File: src/rtl/data_mem_arbiter_if.sv
// Bundle of the CPU, debug and memory-side signals around the data-memory arbiter.
// slave = arbiter view, master = requester/memory environment view.
interface data_mem_arbiter_if #(
  parameter int ADDR_W = 8,
  parameter int DATA_W = 16
);
  logic              cpu_req;
  logic              cpu_we;
  logic [ADDR_W-1:0] cpu_addr;
  logic [DATA_W-1:0] cpu_wdata;
  logic [DATA_W-1:0] cpu_rdata;
  logic              cpu_done;
  logic              cpu_stall;
  logic              dbg_req;
  logic              dbg_we;
  logic [ADDR_W-1:0] dbg_addr;
  logic [DATA_W-1:0] dbg_wdata;
  logic [DATA_W-1:0] dbg_rdata;
  logic              dbg_done;
  logic [ADDR_W-1:0] mem_addr;
  logic [DATA_W-1:0] mem_wdata;
  logic              mem_we;
  logic              mem_re;
  logic [DATA_W-1:0] mem_rdata;

  modport slave (
    input  cpu_req, cpu_we, cpu_addr, cpu_wdata,
    output cpu_rdata, cpu_done, cpu_stall,
    input  dbg_req, dbg_we, dbg_addr, dbg_wdata,
    output dbg_rdata, dbg_done,
    output mem_addr, mem_wdata, mem_we, mem_re,
    input  mem_rdata
  );

  modport master (
    output cpu_req, cpu_we, cpu_addr, cpu_wdata,
    input  cpu_rdata, cpu_done, cpu_stall,
    output dbg_req, dbg_we, dbg_addr, dbg_wdata,
    input  dbg_rdata, dbg_done,
    input  mem_addr, mem_wdata, mem_we, mem_re,
    output mem_rdata
  );
endinterface

File: src/rtl/data_mem_arbiter.sv
// Arbitrates the single data-memory port between CPU (priority) and DBG (fairness-capped).
// Optional grant/stall counters are compiled in with DATA_MEM_ARB_PERF_EN.
module data_mem_arbiter #(
  parameter int ADDR_W   = 8,
  parameter int DATA_W   = 16,
  parameter int MEM_LAT  = 1,
  parameter int FAIR_MAX = 4
) (
  input  logic                CLK,
  input  logic                RST,
  data_mem_arbiter_if.slave   bus
`ifdef DATA_MEM_ARB_PERF_EN
  ,
  output logic [15:0]         cpu_grant_cnt,
  output logic [15:0]         dbg_grant_cnt,
  output logic [15:0]         stall_cyc_cnt
`endif
);
  // state  | meaning
  // IDLE   | arbitrate pending requests
  // ACCESS | memory strobes held for MEM_LAT cycles
  // ACK    | one-cycle done pulse to the owner
  typedef enum logic [1:0] {IDLE, ACCESS, ACK} state_t;

  localparam logic [3:0] LAT_INIT = 4'(MEM_LAT - 1);
  localparam logic [3:0] FAIR_LIM = 4'(FAIR_MAX);

  state_t            state;
  logic              owner_dbg;
  logic [3:0]        lat_cnt;
  logic [3:0]        fair_cnt;
  logic [ADDR_W-1:0] lat_addr;
  logic [DATA_W-1:0] lat_wdata;
  logic              grant_any;
  logic              grant_dbg;

  assign bus.mem_addr  = lat_addr;
  assign bus.mem_wdata = lat_wdata;
  // Gated by RST so the stall request drops the instant reset asserts.
  assign bus.cpu_stall = bus.cpu_req & ~bus.cpu_done & ~RST;

  always_comb begin
    grant_any = 1'b0;
    grant_dbg = 1'b0;
    if (state == IDLE) begin
      grant_any = bus.cpu_req | bus.dbg_req;
      grant_dbg = bus.dbg_req & (~bus.cpu_req | (fair_cnt == FAIR_LIM));
    end
  end

  always_ff @(posedge CLK or posedge RST) begin
    if (RST) begin
      state         <= IDLE;
      owner_dbg     <= 1'b0;
      lat_cnt       <= '0;
      fair_cnt      <= '0;
      lat_addr      <= '0;
      lat_wdata     <= '0;
      bus.mem_we    <= 1'b0;
      bus.mem_re    <= 1'b0;
      bus.cpu_done  <= 1'b0;
      bus.dbg_done  <= 1'b0;
      bus.cpu_rdata <= '0;
      bus.dbg_rdata <= '0;
    end else begin
      case (state)
        IDLE: begin
          if (grant_any) begin
            state     <= ACCESS;
            lat_cnt   <= LAT_INIT;
            owner_dbg <= grant_dbg;
            if (grant_dbg) begin
              lat_addr   <= bus.dbg_addr;
              lat_wdata  <= bus.dbg_wdata;
              bus.mem_we <= bus.dbg_we;
              bus.mem_re <= ~bus.dbg_we;
              fair_cnt   <= '0;
            end else begin
              lat_addr   <= bus.cpu_addr;
              lat_wdata  <= bus.cpu_wdata;
              bus.mem_we <= bus.cpu_we;
              bus.mem_re <= ~bus.cpu_we;
              if (!bus.dbg_req)
                fair_cnt <= '0;
              else if (fair_cnt != FAIR_LIM)
                fair_cnt <= fair_cnt + 4'd1;
            end
          end
        end
        ACCESS: begin
          if (lat_cnt == 4'd0) begin
            state      <= ACK;
            bus.mem_we <= 1'b0;
            bus.mem_re <= 1'b0;
            if (bus.mem_re) begin
              if (owner_dbg) bus.dbg_rdata <= bus.mem_rdata;
              else           bus.cpu_rdata <= bus.mem_rdata;
            end
            bus.cpu_done <= ~owner_dbg;
            bus.dbg_done <= owner_dbg;
          end else begin
            lat_cnt <= lat_cnt - 4'd1;
          end
        end
        ACK: begin
          state        <= IDLE;
          bus.cpu_done <= 1'b0;
          bus.dbg_done <= 1'b0;
        end
        default: state <= IDLE;
      endcase
    end
  end

`ifdef DATA_MEM_ARB_PERF_EN
  always_ff @(posedge CLK or posedge RST) begin
    if (RST) begin
      cpu_grant_cnt <= '0;
      dbg_grant_cnt <= '0;
      stall_cyc_cnt <= '0;
    end else begin
      if (grant_any && !grant_dbg && cpu_grant_cnt != 16'hFFFF)
        cpu_grant_cnt <= cpu_grant_cnt + 16'd1;
      if (grant_dbg && dbg_grant_cnt != 16'hFFFF)
        dbg_grant_cnt <= dbg_grant_cnt + 16'd1;
      if (bus.cpu_stall && stall_cyc_cnt != 16'hFFFF)
        stall_cyc_cnt <= stall_cyc_cnt + 16'd1;
    end
  end
`endif
endmodule
File: src/flat_wrapper.sv
// flat-port wrapper written by rule: the top's interface ports become plain ports
module data_mem_arbiter_flat 
#(
  parameter int ADDR_W   = 8,
  parameter int DATA_W   = 16,
  parameter int MEM_LAT  = 1,
  parameter int FAIR_MAX = 4
)
  (CLK, RST, bus_cpu_req, bus_cpu_we, bus_cpu_addr, bus_cpu_wdata, bus_cpu_rdata, bus_cpu_done, bus_cpu_stall, bus_dbg_req, bus_dbg_we, bus_dbg_addr, bus_dbg_wdata, bus_dbg_rdata, bus_dbg_done, bus_mem_addr, bus_mem_wdata, bus_mem_we, bus_mem_re, bus_mem_rdata);
  data_mem_arbiter_if #(.ADDR_W(ADDR_W), .DATA_W(DATA_W)) bus_i ();
  input  logic CLK;
  input  logic RST;
  input wire logic [$bits(bus_i.cpu_req)-1:0] bus_cpu_req;
  input wire logic [$bits(bus_i.cpu_we)-1:0] bus_cpu_we;
  input wire logic [$bits(bus_i.cpu_addr)-1:0] bus_cpu_addr;
  input wire logic [$bits(bus_i.cpu_wdata)-1:0] bus_cpu_wdata;
  output wire logic [$bits(bus_i.cpu_rdata)-1:0] bus_cpu_rdata;
  output wire logic [$bits(bus_i.cpu_done)-1:0] bus_cpu_done;
  output wire logic [$bits(bus_i.cpu_stall)-1:0] bus_cpu_stall;
  input wire logic [$bits(bus_i.dbg_req)-1:0] bus_dbg_req;
  input wire logic [$bits(bus_i.dbg_we)-1:0] bus_dbg_we;
  input wire logic [$bits(bus_i.dbg_addr)-1:0] bus_dbg_addr;
  input wire logic [$bits(bus_i.dbg_wdata)-1:0] bus_dbg_wdata;
  output wire logic [$bits(bus_i.dbg_rdata)-1:0] bus_dbg_rdata;
  output wire logic [$bits(bus_i.dbg_done)-1:0] bus_dbg_done;
  output wire logic [$bits(bus_i.mem_addr)-1:0] bus_mem_addr;
  output wire logic [$bits(bus_i.mem_wdata)-1:0] bus_mem_wdata;
  output wire logic [$bits(bus_i.mem_we)-1:0] bus_mem_we;
  output wire logic [$bits(bus_i.mem_re)-1:0] bus_mem_re;
  input wire logic [$bits(bus_i.mem_rdata)-1:0] bus_mem_rdata;
  assign bus_i.cpu_req = bus_cpu_req;
  assign bus_i.cpu_we = bus_cpu_we;
  assign bus_i.cpu_addr = bus_cpu_addr;
  assign bus_i.cpu_wdata = bus_cpu_wdata;
  assign bus_cpu_rdata = bus_i.cpu_rdata;
  assign bus_cpu_done = bus_i.cpu_done;
  assign bus_cpu_stall = bus_i.cpu_stall;
  assign bus_i.dbg_req = bus_dbg_req;
  assign bus_i.dbg_we = bus_dbg_we;
  assign bus_i.dbg_addr = bus_dbg_addr;
  assign bus_i.dbg_wdata = bus_dbg_wdata;
  assign bus_dbg_rdata = bus_i.dbg_rdata;
  assign bus_dbg_done = bus_i.dbg_done;
  assign bus_mem_addr = bus_i.mem_addr;
  assign bus_mem_wdata = bus_i.mem_wdata;
  assign bus_mem_we = bus_i.mem_we;
  assign bus_mem_re = bus_i.mem_re;
  assign bus_i.mem_rdata = bus_mem_rdata;
  data_mem_arbiter #(.ADDR_W(ADDR_W), .DATA_W(DATA_W), .MEM_LAT(MEM_LAT), .FAIR_MAX(FAIR_MAX)) u_core (.CLK(CLK), .RST(RST), .bus(bus_i));
endmodule
File: config.mk
export PLATFORM = sky130hd
export DESIGN_NAME = data_mem_arbiter_flat
export DESIGN_NICKNAME = d
export VERILOG_FILES = /design/src/rtl/data_mem_arbiter_if.sv /design/src/rtl/data_mem_arbiter.sv /design/src/flat_wrapper.sv
export SDC_FILE = /design/constraint.sdc
export NUM_CORES = 1
export LEC_CHECK = 0
export BUFFER_PORTS_ARGS = -buffer_cell sky130_fd_sc_hd__buf_2
export CAP_MARGIN = 25
export CORE_AREA = 2 2 90 92
export DETAILED_ROUTE_END_ITERATION = 10
export DIE_AREA = 0 0 92 94
export GPL_ROUTABILITY_DRIVEN = 0
export GPL_TIMING_DRIVEN = 0
export HOLD_SLACK_MARGIN = 0.12
export PLACE_DENSITY = 0.71
export SKIP_CTS_REPAIR_TIMING = 1
export SYNTH_ARGS = -nofsm -noshare
export SYNTH_HDL_FRONTEND = slang
export SYNTH_SLANG_ARGS = --single-unit
File: constraint.sdc
create_clock -name CLK -period 4.12 [get_ports CLK]
set_clock_uncertainty 0.05 [all_clocks]
set_input_delay 0.206 -clock CLK [delete_from_list [all_inputs] [get_ports CLK]]
set_output_delay 0.206 -clock CLK [all_outputs]
set_load 0.02 [all_outputs]
**After elaboration in Yosys (flattened, before gate mapping)**

Cells that the tools add are included.

- Register bits after elaboration: 71
- Output and inout port bits: 61
- Word-level logic and storage cells: 69

- Add/sub/neg operators: 2
- Equal/unequal tests: 8
- Muxes and demuxes: 24
- Bitwise gates (word level): 11
- Reductions and logical operators: 12

Operators with widths:

| cell | count |
|---|---|
| $mux W4 | 5 |
| $mux W16 | 1 |
| $mux W1 | 9 |
| $reduce_and A3 Y1 | 3 |
| $mux W8 | 1 |
| $pmux W1 S2 | 4 |
| $pmux W4 S2 | 1 |
| $reduce_and A4 Y1 | 2 |
| $not A1 Y1 | 6 |
| $reduce_and A2 Y1 | 3 |
| $add A4 B1 Y4 const B | 1 |
| $eq A4 B3 Y1 const B | 1 |
| $logic_not A4 Y1 | 1 |
| $mux W2 | 2 |
| $ne A2 B1 Y1 const B | 2 |
| $ne A4 B3 Y1 const B | 1 |
| $pmux W2 S2 | 1 |
| $reduce_bool A2 Y1 | 2 |
| $sub A4 B1 Y4 const B | 1 |
| $and A1 B1 Y1 | 3 |
| $ne A3 B1 Y1 const B | 1 |
| $eq A2 B1 Y1 const B | 1 |
| $eq A2 B2 Y1 const B | 1 |
| $logic_not A2 Y1 | 1 |
| other kinds (2) | 3 |

**Logic depth before layout (Yosys ltp)**

Gate-level depths: netlist (run 1).

- Depth after elaboration: 7
- Gate-level depth with buffers: 7
- Gate-level depth less buffers: 5

**Worst setup path before layout (run 1)**

OpenSTA, ideal clock, no wires.

- Kind: register -> register
- From: register u_core.lat_cnt[0]
- To: register u_core.bus.dbg_rdata[0]
- Arrival: 1.885 ns
- Slack: 2.060 ns
- Stages on the path, launching flop included: 8
- Clock period less this slack: 2.060 ns
- Cell sequence: dfrtp_1 -> inv_1 -> ha_1 -> or3b_1 -> buf_6 -> nor3_4 -> buf_8 -> mux2_2

- Word-level cells in the longest chain between the ends: 2

Ends and longest elaborated chain:

| what | RTL line | text |
|---|---|---|
| start, declared | data_mem_arbiter.sv:30 | `logic [3:0] lat_cnt;` |
| start signal, assigned | data_mem_arbiter.sv:102 | `lat_cnt <= lat_cnt - 4'd1;` |
| $logic_not A4 Y1 | data_mem_arbiter.sv:91 | `if (lat_cnt == 4'd0) begin` |
| $reduce_and A4 Y1 (no source line) | - |  |
| end signal, assigned | data_mem_arbiter.sv:96 | `if (owner_dbg) bus.dbg_rdata <= bus.mem_rdata;` |
| end, declared | data_mem_arbiter_if.sv:30 | `output dbg_rdata, dbg_done,` |

Every way passes these cells.
A chain may end at the register's enable or synchronous reset.

**Worst setup path in the final report (run 1)**

- From: register u_core.fair_cnt[0]
- To: register u_core.lat_wdata[5], in the netlist u_core.bus.mem_wdata[5]

- Word-level cells in the longest chain between the ends: 5

Ends and longest elaborated chain:

| what | RTL line | text |
|---|---|---|
| start, declared | data_mem_arbiter.sv:31 | `logic [3:0] fair_cnt;` |
| start signal, assigned | data_mem_arbiter.sv:86 | `fair_cnt <= fair_cnt + 4'd1;` |
| $eq A4 B3 Y1 | data_mem_arbiter.sv:47 | `grant_dbg = bus.dbg_req & (~bus.cpu_req \| (fair_cnt == FAIR_LIM));` |
| $or A1 B1 Y1 | data_mem_arbiter.sv:47 |  |
| $and A1 B1 Y1 | data_mem_arbiter.sv:47 |  |
| $mux W1 | data_mem_arbiter.sv:45 | `if (state == IDLE) begin` |
| $mux W16 | data_mem_arbiter.sv:72 | `if (grant_dbg) begin` |
| end signal, assigned | data_mem_arbiter.sv:74 | `lat_wdata <= bus.dbg_wdata;` |
| end signal, assigned | data_mem_arbiter.sv:80 | `lat_wdata <= bus.cpu_wdata;` |
| end, declared | data_mem_arbiter.sv:33 | `logic [DATA_W-1:0] lat_wdata;` |

Every way passes these cells.

==> results of run 1 <==
## cell type report
| type | instances | share of cell area (%) |
|---|---|---|
| Tap cell | 102 | 2.64 |
| Inverter | 15 | 1.22 |
| Timing Repair Buffer | 192 | 26.3 |
| Multi-Input combinational cell | 153 | 26.5 |
| Clock buffer | 9 | 2.57 |
| Clock inverter | 7 | 1.97 |
| Sequential cell | 71 | 36.8 |
| Buffer | 18 | 2.02 |
## cells by family after synthesis
group | count (synthesis) | synth area share, %
adders and majority gates | 4 | 1.56
DFF | 71 | 55.4
and+or+nand+nor | 45 | 8.15
buffers and inverters | 33 | 4.80
muxes | 37 | 12.8
AOI/OAI and AO/OA | 67 | 17.3
## state kept, by name, summed over array words and instances, names as in the netlist
| signal | cells |
|---|---|
| u_core.bus.dbg_rdata | 16 |
| u_core.bus.mem_re | 1 |
| u_core.bus.mem_we | 1 |
| u_core.owner_dbg | 1 |
| u_core.lat_cnt | 4 |
| u_core.state | 2 |
| u_core.bus.cpu_done | 1 |
| u_core.bus.dbg_done | 1 |
| u_core.bus.cpu_rdata | 16 |
| u_core.fair_cnt | 4 |
| u_core.bus.mem_addr | 8 |
| u_core.bus.mem_wdata | 16 |
## stage by stage
stage                     instance area (um^2)  power [uW]
final                                     4830        3670
after global routing                      4830        3890
after CTS                                 4210        3460
after detailed placement                  3990        2840
after global placement                    3990        2790
after floorplan                           3210        2310
## worst paths after layout
path | start | to | slack, ns | cells past startpoint
min in group asynchronous | RST | u_core.bus.mem_addr[0]$_DFFE_PP0P_ | 0.57 | 3
max in group asynchronous | RST | u_core.fair_cnt[3]$_DFFE_PP0P_ | 2.89 | 3
min | bus_cpu_addr[7] | u_core.bus.mem_addr[7]$_DFFE_PP0P_ | 0.11 | 3
max | u_core.fair_cnt[0]$_DFFE_PP0P_ | u_core.bus.mem_wdata[5]$_DFFE_PP0P_ | 1.44 | 8
max reg2reg | u_core.fair_cnt[0]$_DFFE_PP0P_ | u_core.bus.mem_wdata[5]$_DFFE_PP0P_ | 1.44 | 8
min reg2reg | u_core.lat_cnt[3]$_DFFE_PP0P_ | u_core.lat_cnt[3]$_DFFE_PP0P_ | 0.44 | 1
## report_power, final
group          internal [uW]  switching (uW)
Sequential              1020             189
Clock                    342             273
Combinational            871             972
Total                   2230            1430
## worst max-delay path, cell delays in order (launching register included)
cell,delay [ns]
dfrtp_1,0.42
inv_1,0.06
ha_1,0.20
and3b_1,0.16
clkbuf_1,0.20
o21ai_0,0.29
clkbuf_1,0.41
o221a_2,0.27
dlygate4sd3_1,0.55
## routing by layer
| layer | global-route usage (%) | share of wire, % |
|---|---|---|
| met1 | 22.5 | 40 |
| met2 | 32.2 | 53 |
| met3 | 2.65 | 3.5 |
| met4 | 9.83 | 3.1 |
| met5 | 0 | 0 |
## cell usage in the layout (no fill, tap or decap), types with 2 or more instances in the layout
master / n
a2111oi_0: 6
a21o_1: 19
a21oi_1: 7
buf_2: 136
bufinv_16: 2
clkbuf_1: 9
clkbuf_8: 9
clkinv_2: 2
dfrtp_1: 71
dlygate4sd3_1: 62
ha_1: 4
inv_1: 14
mux2_2: 33
mux2i_1: 4
nand2_1: 4
nand2b_1: 2
nand3_1: 6
nor2_1: 11
nor3_1: 9
nor3b_1: 2
o21ai_0: 6
o221a_2: 18
o221ai_1: 4
o2bb2ai_1: 2
or2_2: 2
or3b_1: 2
==> results.py, run 1 <==
metrics = {
    "sta": {
        "tightestPinTransition_ns": 0.856,
        "clock.fmax_ghz": 0.373,
        "final.setup.tns_ns": 0,
        "fin_crit_sh_pct": 65.0,
        "period_needed_ns": 2.68,
        "setup_viol": 0,
        "finalMaxSlewViolations": 0,
        "slew_headroom_pct": 43.0,
        "hold_viol_final": 0,
        "timing.final.ws_setup_ns": 1.44,
        "rsz0062_at_grt": "no",
        "fin_hold_ws_ns": 0.110,
    },
    "global_route": {
        "grt_pass1_vias": 2688,
        "grt_start_max_net_pins": 72,
        "grt_pass1_wl_um": 12600,
        "gr-usage-all-layers_pct": 18.6,
        "overflow": 0,
        "antenna_found_initial": 0,
    },
    "worst_setup_path": {
        "arrival_ns": 2.90,
        "crit_type": "reg2reg",
        "crit_path_start_kind": "flop",
        "cp-end-kind": "flop",
        "cp_max_fo": 10,
        "critPathRequiredTime_ns": 4.34,
    },
    "cts": {
        "cts_sinks": 71,
        "clk_pin_slew_ns": 0.08,
        "htreeDepth": 3,
        "cts_root_buf": "clkbuf_8",
        "cts_made_buffers": 9,
        "clk_path_buf_depth": 2,
        "insertion_delay_ns": 0.34,
        "tritoncts": "done",
    },
    "synthesis": {
        "synth_top_area_share_pct": 55.4,
        "synth_common_cells": "71 x dfrtp_1, 33 x mux2_2, 19 x a21o_1",
        "syn_inst": 257,
        "avgSynthCellArea_um2": 12.5,
        "ys_ff_latch": 71,
        "postSynthNetCount": 331,
        "yosysSeqAreaShare_pct": 55.4,
        "synth.area.top_cells": "dfrtp_1 55%, mux2_2 12%, o221a_2 6.3%",
        "yosysMostFrequentCell": "dfrtp_1",
        "post_synth_num_cell_types": 37,
        "synth_async_sr_flop_share_pct": 100,
        "synth_ff_type": "dfrtp_1",
        "synth_edf_count": 0,
        "synth_warnings": 0,
        "yosysTopAreaCell": "dfrtp_1",
        "synth_area_mm2": 0.00321,
    },
    "drt": {
        "first_pass_iters": 6,
        "drt_first_iter_violations": 108,
        "ant_nets": 0,
        "avgViaCountPerCell": 5.10,
        "drc_errors": 0,
        "wl_um": 8660,
        "num_vias": 2889,
        "routedWlPerCell_um": 15.3,
    },
    "die": {
        "initial_core_util_pct": 42.2,
        "io_pins": 131,
        "dieArea_mm2": 0.00865,
        "rows": 32,
        "die_h_um": 94,
        "chipWidth_um": 92,
        "core_area_mm2": 0.00761,
    },
    "place": {
        "portBuffers": 130,
        "post-place-cells": 489,
        "place_worst_setup_slack_ns": 1.85,
        "hpwlAfterDp_um": 5800,
    },
    "layout": {
        "multi_input_area_mm2": 0.00128,
        "postLayoutCoreUtil_pct": 63.5,
        "num-fill-cells": 606,
        "drive_above_1_share_pct": 45.6,
        "antenna_cells": 0,
        "syn_to_final_growth_pct": 50.5,
        "final_nets": 534,
        "instances_no_fill": 567,
        "regArea_mm2": 0.00178,
    },
    "pwr": {
        "p_per_area_mw_per_mm2": 760,
        "ir_worst_vdd_uv": 481,
        "leakage_uw": 0.00233,
    },
    "job": {
        "max_cap_viol_count": 0,
    },
    "worst_hold_path": {
        "hp-class": "in2reg",
    },
    "status": {
        "status": "complete, no violations",
    },
}
No activity file was read; power rests on OpenSTA's default activity.
==> inputs of run 2 (changes only) <==
Settings changed: PLACE_DENSITY 0.71 to 0.74.
Clock period 4.12 ns to 2.38 ns, I/O delays scaled along.
==> run 2 against run 1 <==
Compared with the run above: first-iteration DRC count rose by 110%; cell area rose by 1.1%; non-clock buffer count rose by 6; clock power rose by 61%; clock-buffer cell count rose by 1; maximum frequency rose by 19%; register-to-register slack got worse by 1.3 ns; largest power group unchanged; via count rose by 4.5%; combinational power rose by 60%; core utilization rose by 0.67 points.
==> results.py, run 2 (synthesis results as in run 1) <==
metrics = {
    "place": {
        "hpwlAfterDp_um": 5700,
        "portBuffers": 130,
        "place_worst_setup_slack_ns": 0.0982,
    },
    "pwr": {
        "p_comb_share_pct": 48.8,
        "leakage_uw": 0.00236,
        "netSwitchingPower_uw": 2490,
        "ir_worst_vdd_uv": 678,
        "seqPwrFrac_pct": 34.8,
        "clockPowerShare_pct": 16.4,
        "p_per_area_mw_per_mm2": 1240,
        "netSwitchingFraction_pct": 41.2,
        "p_int_uw": 3550,
    },
    "drt": {
        "first_pass_iters": 5,
        "routedWlPerCell_um": 16.9,
        "num_vias": 3018,
        "drc_errors": 0,
        "avgViaCountPerCell": 5.27,
        "wl_um": 9680,
        "drt_first_iter_violations": 226,
        "ant_nets": 0,
    },
    "die": {
        "chipWidth_um": 92,
        "die_h_um": 94,
        "initial_core_util_pct": 42.2,
        "dieArea_mm2": 0.00865,
        "rows": 32,
        "core_area_mm2": 0.00761,
        "io_pins": 131,
    },
    "worst_hold_path": {
        "hp-class": "in2reg",
        "min_path_cells": 3,
    },
    "layout": {
        "antenna_cells": 0,
        "postLayoutCoreUtil_pct": 64.1,
        "layout_commonest_cell": "buf_2",
        "mostFrequentLayoutCells": "136 x buf_2, 71 x dfrtp_1, 68 x dlygate4sd3_1",
        "final_nets": 540,
        "num-fill-cells": 576,
        "drive_above_1_share_pct": 45.2,
        "syn_to_final_growth_pct": 52.1,
    },
    "worst_setup_path": {
        "cp_max_fo": 10,
        "cpMaxStageDelayCell": "dfrtp_1",
        "ff2ff_setup_slack_ns": 0.14,
        "cp_slowest_stage_delay_ns": 0.41,
        "arrival_ns": 2.43,
        "r2r_cells": 7,
        "cp_num_cells": 7,
        "cp-end-kind": "flop",
        "critPathTopFamily": "simple AND/OR/NAND/NOR gates",
        "crit_type": "reg2reg",
        "crit_path_start_kind": "flop",
        "path_buf_inv": 3,
        "cp_cell_sequence": "inv_1 > ha_1 > or3b_1 > buf_6 > nor3_4 > buf_8 > mux2_2",
        "critPathRequiredTime_ns": 2.56,
    },
    "global_route": {
        "grt_pass1_wl_um": 12600,
        "gr-usage-all-layers_pct": 18.6,
        "grt_start_max_net_pins": 72,
        "antenna_found_initial": 0,
        "grt_pass1_vias": 2673,
        "overflow": 0,
    },
    "sta": {
        "clock.fmax_ghz": 0.446,
        "tightestPinTransition_ns": 0.869,
        "hold_viol_final": 0,
        "period_needed_ns": 2.24,
        "timing.final.ws_setup_ns": 0.136,
        "fin_crit_sh_pct": 94.3,
        "setup_viol": 0,
        "finalMaxSlewViolations": 0,
        "rsz0062_at_grt": "no",
        "slew_headroom_pct": 42.1,
    },
    "cts": {
        "clk_pin_slew_ns": 0.08,
        "cts_sinks": 71,
        "htreeDepth": 3,
        "tritoncts": "done",
        "clk_path_buf_depth": 2,
        "cts_made_buffers": 9,
        "cts_root_buf": "clkbuf_8",
        "insertion_delay_ns": 0.34,
    },
    "status": {
        "status": "complete, no violations",
    },
    "job": {
        "max_cap_viol_count": 0,
    },
}
[run 2: worst paths after layout]
check | startpoint | endpoint
max | u_core.lat_cnt[1]$_DFFE_PP0P_ | u_core.bus.dbg_rdata[14]$_DFFE_PP0P_
min | bus_dbg_req | u_core.fair_cnt[2]$_DFFE_PP0P_
max reg2reg | u_core.lat_cnt[1]$_DFFE_PP0P_ | u_core.bus.dbg_rdata[14]$_DFFE_PP0P_
min reg2reg | u_core.bus.cpu_rdata[15]$_DFFE_PP0P_ | u_core.bus.cpu_rdata[15]$_DFFE_PP0P_
max in group asynchronous | RST | u_core.bus.cpu_rdata[12]$_DFFE_PP0P_
min in group asynchronous | RST | u_core.bus.mem_wdata[15]$_DFFE_PP0P_
[run 2: layer usage]
layer	wire length, um	track usage, %
met5	0	0
met4	436	9.83
met3	395	3.13
met2	5120	31.7
met1	3720	22.5
[run 2: worst min-delay path: cells and delay by family]
family,cells,cell delay [ns]
buf+inv,1,0.13
simple gates,1,0.13
compound gates,1,0.08
[run 2: power by group through the flow]
stage / clock network (uW) / logic [uW] / registers (uW)
2_1_floorplan: 0 / 1330 / 2660
3_3_place_gp: 0 / 2740 / 2080
3_5_place_dp: 0 / 2820 / 2090
4_1_cts: 1010 / 2820 / 2080
5_1_grt: 1050 / 3150 / 2160
6_report: 990 / 2950 / 2100
[run 2: per-stage QoR]
step	total power [uW]	std cells	instance area (um^2)	hold WS, ns	setup TNS [ns]
global route	6370	573	4880	0.122	0
global placement	4820	489	3990	0.307	-31.11
floorplan	3990	257	3210	0.203	0
detailed placement	4910	489	3990	0.320	0
CTS	5910	505	4190	-0.0548	0
finish	6050	573	4880	0.110	0
[run 2: final cells by class]
cell class / count / area (um^2) / area share (%)
buffer: 18 / 97.6 / 2.00
clock buffer: 10 / 138 / 2.82
clock inverter: 6 / 67.6 / 1.38
inverter: 15 / 58.8 / 1.21
multi-input combinational: 153 / 1280 / 26.3
sequential: 71 / 1780 / 36.4
tap: 102 / 128 / 2.62
timing repair buffer: 198 / 1330 / 27.3
==> inputs of run 3 (changes only) <==
==> constraint.sdc (replaced) <==
create_clock -name CLK -period 2.38 [get_ports CLK]
set_clock_uncertainty 0.05 [all_clocks]
set_input_delay 0 -clock CLK [delete_from_list [all_inputs] [get_ports CLK]]
set_output_delay 0 -clock CLK [all_outputs]
set_load 0.02 [all_outputs]
==> run 3 against run 2 <==
Compared with the run above: register-to-register slack hardly changed; global-route usage stayed put; flip-flop and latch count stayed put; routed wire length is 0.17% lower; worst setup slack worse by 0.0048 ns; core utilization is 0.13 points higher; cell area is 0.21% higher; sequential power hardly changed; clock-buffer cell count stayed put; die area stayed put; critical path depth stayed put; sequential share of layout area is 0.075 points lower; highest routed layer unchanged.
==> results.py, run 3 (synthesis results as in run 1) <==
metrics = {
    "status": {
        "status": "complete, no violations",
    },
    "drt": {
        "avgViaCountPerCell": 5.24,
        "drt_first_iter_violations": 205,
        "first_pass_iters": 5,
        "ant_nets": 0,
        "routedWlPerCell_um": 16.8,
        "num_vias": 3010,
        "drc_errors": 0,
        "wl_um": 9660,
    },
    "layout": {
        "mostFrequentLayoutCells": "136 x buf_2, 71 x dfrtp_1, 69 x dlygate4sd3_1",
        "postLayoutCoreUtil_pct": 64.3,
        "layout_commonest_cell": "buf_2",
        "fin_area_mm2": 0.00489,
        "num-fill-cells": 574,
        "syn_to_final_growth_pct": 52.4,
        "drive_above_1_share_pct": 45.1,
        "antenna_cells": 0,
        "instances_no_fill": 574,
        "final_nets": 541,
    },
    "worst_setup_path": {
        "arrival_ns": 2.43,
        "r2r_cells": 7,
        "crit-reg2reg-launch": "u_core.lat_cnt[1]$_DFFE_PP0P_",
        "critPathRequiredTime_ns": 2.56,
        "cp_cell_sequence": "inv_1 > ha_1 > or3b_1 > buf_6 > nor3_4 > buf_8 > mux2_2",
        "worstSetupEndpoint": "u_core.bus.dbg_rdata[14]$_DFFE_PP0P_",
        "crit_type": "reg2reg",
        "ff2ff_setup_slack_ns": 0.13,
        "cp_slowest_stage_delay_ns": 0.41,
        "cp-end-kind": "flop",
        "cp_max_fo": 10,
        "crit_path_start_kind": "flop",
        "cpMaxStageDelayCell": "dfrtp_1",
        "r2r-end": "u_core.bus.dbg_rdata[14]$_DFFE_PP0P_",
        "crit_start": "u_core.lat_cnt[1]$_DFFE_PP0P_",
    },
    "global_route": {
        "grt_start_max_net_pins": 72,
        "gr-usage-all-layers_pct": 18.6,
        "grt_pass1_vias": 2673,
        "antenna_found_initial": 0,
        "overflow": 0,
        "grt_pass1_wl_um": 12600,
    },
    "place": {
        "hpwlAfterDp_um": 5700,
        "post-place-cells": 489,
        "portBuffers": 130,
        "place_area_mm2": 0.00399,
    },
    "cts": {
        "clk_pin_slew_ns": 0.08,
        "htreeDepth": 3,
        "cts_sinks": 71,
        "cts_made_buffers": 9,
        "clk_path_buf_depth": 2,
        "tritoncts": "done",
        "insertion_delay_ns": 0.34,
        "cts_root_buf": "clkbuf_8",
    },
    "die": {
        "initial_core_util_pct": 42.2,
        "core_area_mm2": 0.00761,
        "die_h_um": 94,
        "chipWidth_um": 92,
        "io_pins": 131,
        "dieArea_mm2": 0.00865,
        "rows": 32,
    },
    "sta": {
        "finalMaxSlewViolations": 0,
        "slew_headroom_pct": 42.0,
        "fin_crit_sh_pct": 94.5,
        "fin_hold_ws_ns": 0.106,
        "rsz0062_at_grt": "no",
        "setup_viol": 0,
        "tightestPinTransition_ns": 0.870,
        "period_needed_ns": 2.25,
        "clock.fmax_ghz": 0.445,
        "hold_viol_final": 0,
    },
    "pwr": {
        "leakage_uw": 0.00237,
        "p_per_area_mw_per_mm2": 1240,
        "ir_worst_vdd_uv": 678,
        "power.total_uw": 6040,
    },
    "worst_hold_path": {
        "hp-class": "in2reg",
    },
    "job": {
        "max_cap_viol_count": 0,
    },
}
-- run 3: cell count changes in the layout (fill, tap and decap cells not counted) --
cell           delta
dlygate4sd3_1     +1
-- run 3: how the worst min path moves through the flow --
stage,slack [ns],start,end,depth (start not counted)
2_1_floorplan,0.03,RST,bus_cpu_stall,1
3_3_place_gp,0.19,bus_cpu_we,u_core.bus.mem_re$_DFFE_PP0P_,2
3_5_place_dp,0.20,bus_mem_rdata[8],u_core.bus.cpu_rdata[8]$_DFFE_PP0P_,2
4_1_cts,-0.17,RST,u_core.bus.mem_wdata[11]$_DFFE_PP0P_,2
5_1_grt,0.13,bus_dbg_req,u_core.owner_dbg$_DFFE_PP0P_,3
6_report,0.11,bus_dbg_req,u_core.bus.mem_addr[4]$_DFFE_PP0P_,3
-- run 3: worst max-delay path, delay by kind of cell, from the launching register on --
family                     cells  cell delay, ns
adders and majority gates      1            0.17
DFF                            1            0.41
muxes                          1            0.36
and+or+nand+nor                2            0.69
buffers and inverters          3            0.47
-- run 3: layout make-up --
cell class / instances / area, um^2 / area share, %
flip-flops and latches: 71 / 1780 / 36.3
clock inverters: 6 / 67.6 / 1.38
well taps: 102 / 128 / 2.61
repair buffers: 199 / 1340 / 27.4
plain buffers: 18 / 97.6 / 2.00
inverters: 15 / 58.8 / 1.20
multi-input cells: 153 / 1280 / 26.2
clock buffers: 10 / 138 / 2.81
-- run 3: per-stage QoR --
stage               setup WS [ns]  TNS (ns)
CTS                        0.0870         0
finish                      0.131         0
global placement           -0.321    -22.66
floorplan                   0.320         0
global route              0.00667         0
detailed placement         0.0982         0
-- run 3: layer usage --
layer,global-route usage [%],routed length (um),vias up
met3,3.13,448,38
met2,31.7,5190,137
met4,9.83,406,0
met5,0,0,-
met1,22.5,3610,1461
li1,-,-,1374
-- run 3: where the power goes --
part,internal [uW],switching (uW),leakage [uW]
sequential,1770,334,0.000849
combinational,1270,1680,0.00142
clock,516,471,0.0000989
